`config.mk`:
```
export PLATFORM = sky130hd
export DESIGN_NAME = sw_ctrl
export DESIGN_NICKNAME = d
export VERILOG_FILES = /design/src/rtl/sw_ctrl.sv
export SDC_FILE = /design/constraint.sdc
export NUM_CORES = 1
export LEC_CHECK = 0
export ABC_AREA = 1
export CORE_AREA = 2 2 55 57
export CTS_CLUSTER_DIAMETER = 100
export CTS_CLUSTER_SIZE = 14
export DETAILED_ROUTE_END_ITERATION = 8
export DIE_AREA = 0 0 57 59
export HOLD_SLACK_MARGIN = 0.12
export PLACE_DENSITY = 0.88
export SETUP_SLACK_MARGIN = 0.2
export SKIP_LAST_GASP = 1
export SYNTH_ARGS = -nofsm -noshare
export SYNTH_HDL_FRONTEND = slang
export SYNTH_SLANG_ARGS = --single-unit
```
`constraint.sdc`:
```
create_clock -name clk -period 3.5 [get_ports clk]
set_clock_uncertainty 0.05 [all_clocks]
set_input_delay 0.7 -clock clk [delete_from_list [all_inputs] [get_ports clk]]
set_output_delay 0.7 -clock clk [all_outputs]
set_load 0.01 [all_outputs]
```
`src/rtl/sw_ctrl.sv`:
```
// sw_ctrl: run/pause/clear/lap controller for the MM:SS stopwatch.
// Debounces the start/stop, clear and lap keys on the key-filter strobe,
// sequences the stopwatch FSM, gates the 1 s pulse into counter stage 0,
// issues the soft-reset pulse and selects live or lap digits for display.
// Optional feature macro: SW_CTRL_LAP_EN (lap state, lap register, key_lap).
//
// state | meaning
// ------+---------------------------------------------------------
// IDLE  | stopped, counters cleared or awaiting first start
// RUN   | counting, display follows live digits
// PAUSE | counting held, display follows live digits
// LAP   | counting continues, display frozen on the lap register
module sw_ctrl #(
   parameter int DEB_CNT    = 3,
   parameter int DATA_WIDTH = 16
) (
   input  logic                  clk,
   input  logic                  rst_n,
   input  logic                  key_smp,
   input  logic                  pps,
   input  logic                  key_ss,
   input  logic                  key_clr,
   input  logic                  key_lap,
   input  logic [DATA_WIDTH-1:0] live_data,
   output logic                  pulse_cnt,
   output logic                  sft_rst,
   output logic [DATA_WIDTH-1:0] disp_data,
   output logic [1:0]            state
);

   typedef enum logic [1:0] {
      ST_IDLE  = 2'b00,
      ST_RUN   = 2'b01,
      ST_PAUSE = 2'b10,
      ST_LAP   = 2'b11
   } state_t;

   localparam logic [3:0] DEB_LOAD = 4'(DEB_CNT - 1);

   // key index: 0 = start/stop, 1 = clear, 2 = lap
   logic [2:0]      key_raw;
   logic [2:0]      stable_q, stable_d;
   logic [2:0][3:0] deb_cnt_q, deb_cnt_d;
   logic [2:0]      key_ev;
   logic            ev_clr, ev_ss, ev_lap;

   state_t                  state_q, state_d;
   logic                    pulse_cnt_q, pulse_cnt_d;
   logic                    sft_rst_q, sft_rst_d;
   logic [DATA_WIDTH-1:0]   disp_data_q, disp_data_d;
`ifdef SW_CTRL_LAP_EN
   logic                    lap_latch;
   logic [DATA_WIDTH-1:0]   lap_q, lap_d;
`endif

   assign key_raw = {key_lap, key_clr, key_ss};

   // Debounce: the down-counter holds the samples still needed before the
   // differing level is accepted; zero means no change is in progress.
   always_comb begin
      stable_d  = stable_q;
      deb_cnt_d = deb_cnt_q;
      key_ev    = '0;
      if (key_smp) begin
         for (int k = 0; k < 3; k++) begin
            if (key_raw[k] == stable_q[k]) begin
               deb_cnt_d[k] = '0;
            end else if ((deb_cnt_q[k] == 4'd0 && DEB_LOAD == 4'd0) ||
                         deb_cnt_q[k] == 4'd1) begin
               stable_d[k]  = key_raw[k];
               deb_cnt_d[k] = '0;
               key_ev[k]    = key_raw[k];
            end else if (deb_cnt_q[k] == 4'd0) begin
               deb_cnt_d[k] = DEB_LOAD;
            end else begin
               deb_cnt_d[k] = deb_cnt_q[k] - 4'd1;
            end
         end
      end
   end

   // Same-cycle events resolve as clear > start/stop > lap.
   assign ev_clr = key_ev[1];
   assign ev_ss  = key_ev[0] & ~key_ev[1];
`ifdef SW_CTRL_LAP_EN
   assign ev_lap = key_ev[2] & ~key_ev[0] & ~key_ev[1];
`else
   assign ev_lap = 1'b0;
`endif

   // Next state, soft reset, count gating and display select.
   always_comb begin
      state_d   = state_q;
      sft_rst_d = 1'b0;
`ifdef SW_CTRL_LAP_EN
      lap_latch = 1'b0;
`endif
      case (state_q)
         ST_IDLE: begin
            if (ev_clr)     sft_rst_d = 1'b1;
            else if (ev_ss) state_d   = ST_RUN;
         end
         ST_RUN: begin
            if (ev_ss) begin
               state_d = ST_PAUSE;
            end else if (ev_lap) begin
               state_d = ST_LAP;
`ifdef SW_CTRL_LAP_EN
               lap_latch = 1'b1;
`endif
            end
         end
         ST_PAUSE: begin
            if (ev_clr) begin
               state_d   = ST_IDLE;
               sft_rst_d = 1'b1;
            end else if (ev_ss) begin
               state_d = ST_RUN;
            end
         end
         ST_LAP: begin
`ifdef SW_CTRL_LAP_EN
            if (ev_ss)       state_d = ST_PAUSE;
            else if (ev_lap) state_d = ST_RUN;
`else
            state_d = ST_IDLE;
`endif
         end
         default: state_d = ST_IDLE;
      endcase

      pulse_cnt_d = pps & ((state_q == ST_RUN) | (state_q == ST_LAP));

`ifdef SW_CTRL_LAP_EN
      lap_d       = lap_latch ? live_data : lap_q;
      disp_data_d = (state_d == ST_LAP) ? lap_d : live_data;
`else
      disp_data_d = live_data;
`endif
   end

   // Register all state; reset returns to IDLE with cleared debouncers.
   always_ff @(posedge clk or negedge rst_n) begin
      if (!rst_n) begin
         stable_q    <= '0;
         deb_cnt_q   <= '0;
         state_q     <= ST_IDLE;
         pulse_cnt_q <= 1'b0;
         sft_rst_q   <= 1'b0;
         disp_data_q <= '0;
`ifdef SW_CTRL_LAP_EN
         lap_q       <= '0;
`endif
      end else begin
         stable_q    <= stable_d;
         deb_cnt_q   <= deb_cnt_d;
         state_q     <= state_d;
         pulse_cnt_q <= pulse_cnt_d;
         sft_rst_q   <= sft_rst_d;
         disp_data_q <= disp_data_d;
`ifdef SW_CTRL_LAP_EN
         lap_q       <= lap_d;
`endif
      end
   end

   assign pulse_cnt = pulse_cnt_q;
   assign sft_rst   = sft_rst_q;
   assign disp_data = disp_data_q;
   assign state     = state_q;

endmodule

```
==> flow_summary.yaml <==
die:
  die_x_microns: 57
  row_count: 19
  floorplan.die_area_sq_um: 3360
  core_area_sq_um: 2710
  i_o_pin_total: 43
  dieHeight_microns: 59
  starting_density_of_the_core_pct: 45.2
run_status:
  run_status: "finished, final reports clean"
pwr:
  share_seq_of_total_power_pct: 42.2
  internal_dissipation_w: 0.000712
  switching_share_pct: 35.0
  irDropWorstVdd_mv: 0.464
  p_switching_w: 0.000383
  total_leakage_power_nw: 0.829
  clockPowerShare_pct: 23.1
  cellPowerDensity_nw_per_um2: 624
  comb_power_share_pct: 34.7
timing:
  timing.hold.ws_ns: 0.495
  grt_setup_unrepaired: "no"
  tightestPinTransition_ns: 0.472
  achievable_freq_ghz: 0.470
  report.final.setup_viol: 0
  finalHoldViolCount: 0
  relative_slew_margins_pct: 68.4
  period_needed_ns: 2.13
  fin_setup_tns_ns: 0
  drv_slew: 0
  finalCritPeriodShare_pct: 60.8
  final.setup.worst_slack_ns: 1.37
clock_network:
  ctsResizeCount: 0
  number_of_buffers_inserted_during_clock_tree_synthesis: 5
  post_cts_setup_repair_bufs: 0
  cts_tree: "done"
  clk_transition_reported_paths_ns: 0.09
  ctsHtreeMaxLevel: 2
  cts_hold_buffers: 0
  worst_skew_pair.late_latency_ns: 0.33
  tritoncts_num_sinks: 30
  clockRootBuffer: "sky130_fd_sc_hd__clkbuf_4"
  cts_max_path_buffers: 2
routing:
  route.antenna.remaining_nets: 0
  drt_pass1_iterations: 4
  dr.first_iter.drc_count: 64
  wire_per_inst_microns: 12.9
  routed_via_density: 4.74
  num_vias: 953
  detail_route.drc_violations: 0
  routed_wl_mm: 2.60
global_route:
  vias_in_the_first_global_route: 956
  grtUsageTotal_pct: 18.1
  grt_first_pass_wirelength_mm: 4.42
  grt_max_degree: 31
  grt_antenna_before_repair: 0
  overflow: 0
synthesis:
  count_of_flip_flops_with_a_built_in_enable_after_synthesis: 0
  post_synth_instance_area_sq_um: 1230
  synth_top_area_cell: "sky130_fd_sc_hd__dfrtp_1"
  ys_async_sr_fraction_pct: 100
  syn-num-nets: 150
  synth_cells: 121
  synth_top_family_by_area: "simple AND/OR/NAND/NOR gates"
  yosys.area.top_type_share_pct: 61.2
  synth_compound_gate_area_share_pct: 5.82
  synth_common_cells: "sky130_fd_sc_hd__dfrtp_1, sky130_fd_sc_hd__inv_1, sky130_fd_sc_hd__nand2_1, sky130_fd_sc_hd__o21ai_0"
  yosys.area_share.simple_pct: 18.0
  xor_xnor_share_of_the_synthesized_area_pct: 1.43
  flop_and_latch_count_out_of_synthesis: 30
  dominantRegCellSynth: "sky130_fd_sc_hd__dfrtp_1"
  synth_adder_area_share_pct: 6.12
  post_synth_cell_types: 17
  avgSynthCellArea_sq_um: 10.1
  ys_warn_count: 0
  post-synth-top-count-cell: "sky130_fd_sc_hd__dfrtp_1"
  yosys-mux-area-fraction_pct: 0
  synth.top_cells.by_area: "sky130_fd_sc_hd__dfrtp_1, sky130_fd_sc_hd__inv_1, sky130_fd_sc_hd__nand2_1, sky130_fd_sc_hd__ha_1, sky130_fd_sc_hd__nand4_1"
  yosysSeqAreaShare_pct: 61.2
cells_and_area:
  synthToLayoutAreaGrowth_pct: 43.3
  final_core_util_pct: 64.8
  diodes: 0
  drive_gt1_share_pct: 8.82
  fin_nets: 198
  final_cell_count_without_fillers: 201
critical_path:
  worst_setup_path_startpoint: "state[0]$_DFFE_PN0P_"
  critical_path_arrival_ns: 1.38
  critical_path.endpoint: "state[0]"
  required_ns: 2.75
  ff2ff_path_depth: 7
  timing.rr.end: "stable_q[0]$_DFFE_PN0P_"
  r2r_start: "deb_cnt_q[1]$_DFFE_PN0P_"
  ff2ff_setup_slack_ns: 2.08
  path_class: "flip-flop to output pin"
  startpoint_type: "flip-flop"
  critical_path.endpoint_type: "output pin"
  critPathSlowestCell: "sky130_fd_sc_hd__clkdlybuf4s50_1"
  critPathTopFamily: "buffers and inverters"
  worstPathCellList: "clkdlybuf4s50_1"
  worst-path-max-fanout: 6
  critical_path_cell_count: 1
  critical-path-max-stage-delay_ns: 0.60
  worstPathBufferInverterCount: 1
placement:
  gp_congestion: 0.736
  numPortBuffers: 41
  post_detail_place_hpwl_mm: 1.97
  placed_cells_incl_taps: 193
  pre_cts_slack_ns: 1.27
run:
  max-cap-violations: 0
worst_hold_path:
  holdCritPathClass: "flip-flop to flip-flop"
## power groups by stage
stage               clock, W  combinational, W  sequential [W]
floorplan                  0          0.000240        0.000468
global placement           0          0.000346        0.000463
detailed placement         0          0.000379        0.000469
CTS                 0.000261          0.000381        0.000462
global route        0.000274          0.000436        0.000475
finish              0.000253          0.000380        0.000463
## cell usage in the layout, fill, tap and decap left out, types with 5 or more instances in the layout
master / n
sky130_fd_sc_hd__clkdlybuf4s50_1: 41
sky130_fd_sc_hd__dfrtp_1: 30
sky130_fd_sc_hd__inv_1: 22
sky130_fd_sc_hd__nand2_1: 21
sky130_fd_sc_hd__o21ai_0: 7
sky130_fd_sc_hd__nand3_1: 6
sky130_fd_sc_hd__nor2_1: 6
sky130_fd_sc_hd__nand4_1: 6
sky130_fd_sc_hd__ha_1: 6
sky130_fd_sc_hd__clkbuf_4: 5
## metrics by stage
step	cell area, sq um	power (W)
after detailed placement	1680	0.000848
after CTS	1760	0.00110
after floorplan	1230	0.000709
after global routing	1760	0.00118
after global placement	1680	0.000809
final	1760	0.00110
## final cells by class
type / count / area (sq um)
tap: 31 / 38.8
clock buffer: 8 / 78.8
fill: 205 / 953
sequential: 30 / 751
multi-input combinational: 67 / 384
inverter: 23 / 86.3
timing repair buffer: 42 / 418
## routing by layer
| metal | up-vias | routed length, microns | track usage [%] |
|---|---|---|---|
| met5 | - | 0 | 0 |
| met4 | 0 | 58 | 9.97 |
| met3 | 7 | 117 | 4.59 |
| met2 | 23 | 1460 | 32.3 |
| met1 | 445 | 964 | 19.7 |
| li1 | 478 | - | - |
## flip-flops by register name (all words and copies together), names as in the netlist
name and flops:
deb_cnt_q 8, state 2, pulse_cnt 1, stable_q 2, sft_rst 1, disp_data 16
## worst min-delay path by stage
stage                                   startpoint                  endpoint  slack [ns]  depth (start not counted)
after floorplan                              rst_n  deb_cnt_q[0]$_DFFE_PN0P_        0.35                          0
after global placement    deb_cnt_q[7]$_DFFE_PN0P_  deb_cnt_q[7]$_DFFE_PN0P_        0.46                          2
after detailed placement  deb_cnt_q[7]$_DFFE_PN0P_  deb_cnt_q[7]$_DFFE_PN0P_        0.48                          2
after CTS                 deb_cnt_q[7]$_DFFE_PN0P_  deb_cnt_q[7]$_DFFE_PN0P_        0.50                          2
after global routing      deb_cnt_q[7]$_DFFE_PN0P_  deb_cnt_q[7]$_DFFE_PN0P_        0.55                          2
final                     deb_cnt_q[7]$_DFFE_PN0P_  deb_cnt_q[7]$_DFFE_PN0P_        0.49                          2
## cells by family (layout without fill, tap and decap cells)
kind of cell / count (synthesis) / in the layout
adder cells (fa/ha/maj): 6 / 6
XOR/XNOR: 2 / 2
AO/OA/AOI/OAI: 13 / 13
flip-flops: 30 / 30
AND/OR/NAND/NOR: 46 / 46
buffers and inverters: 24 / 73
Note: power is estimated with default switching activity, not from simulation.
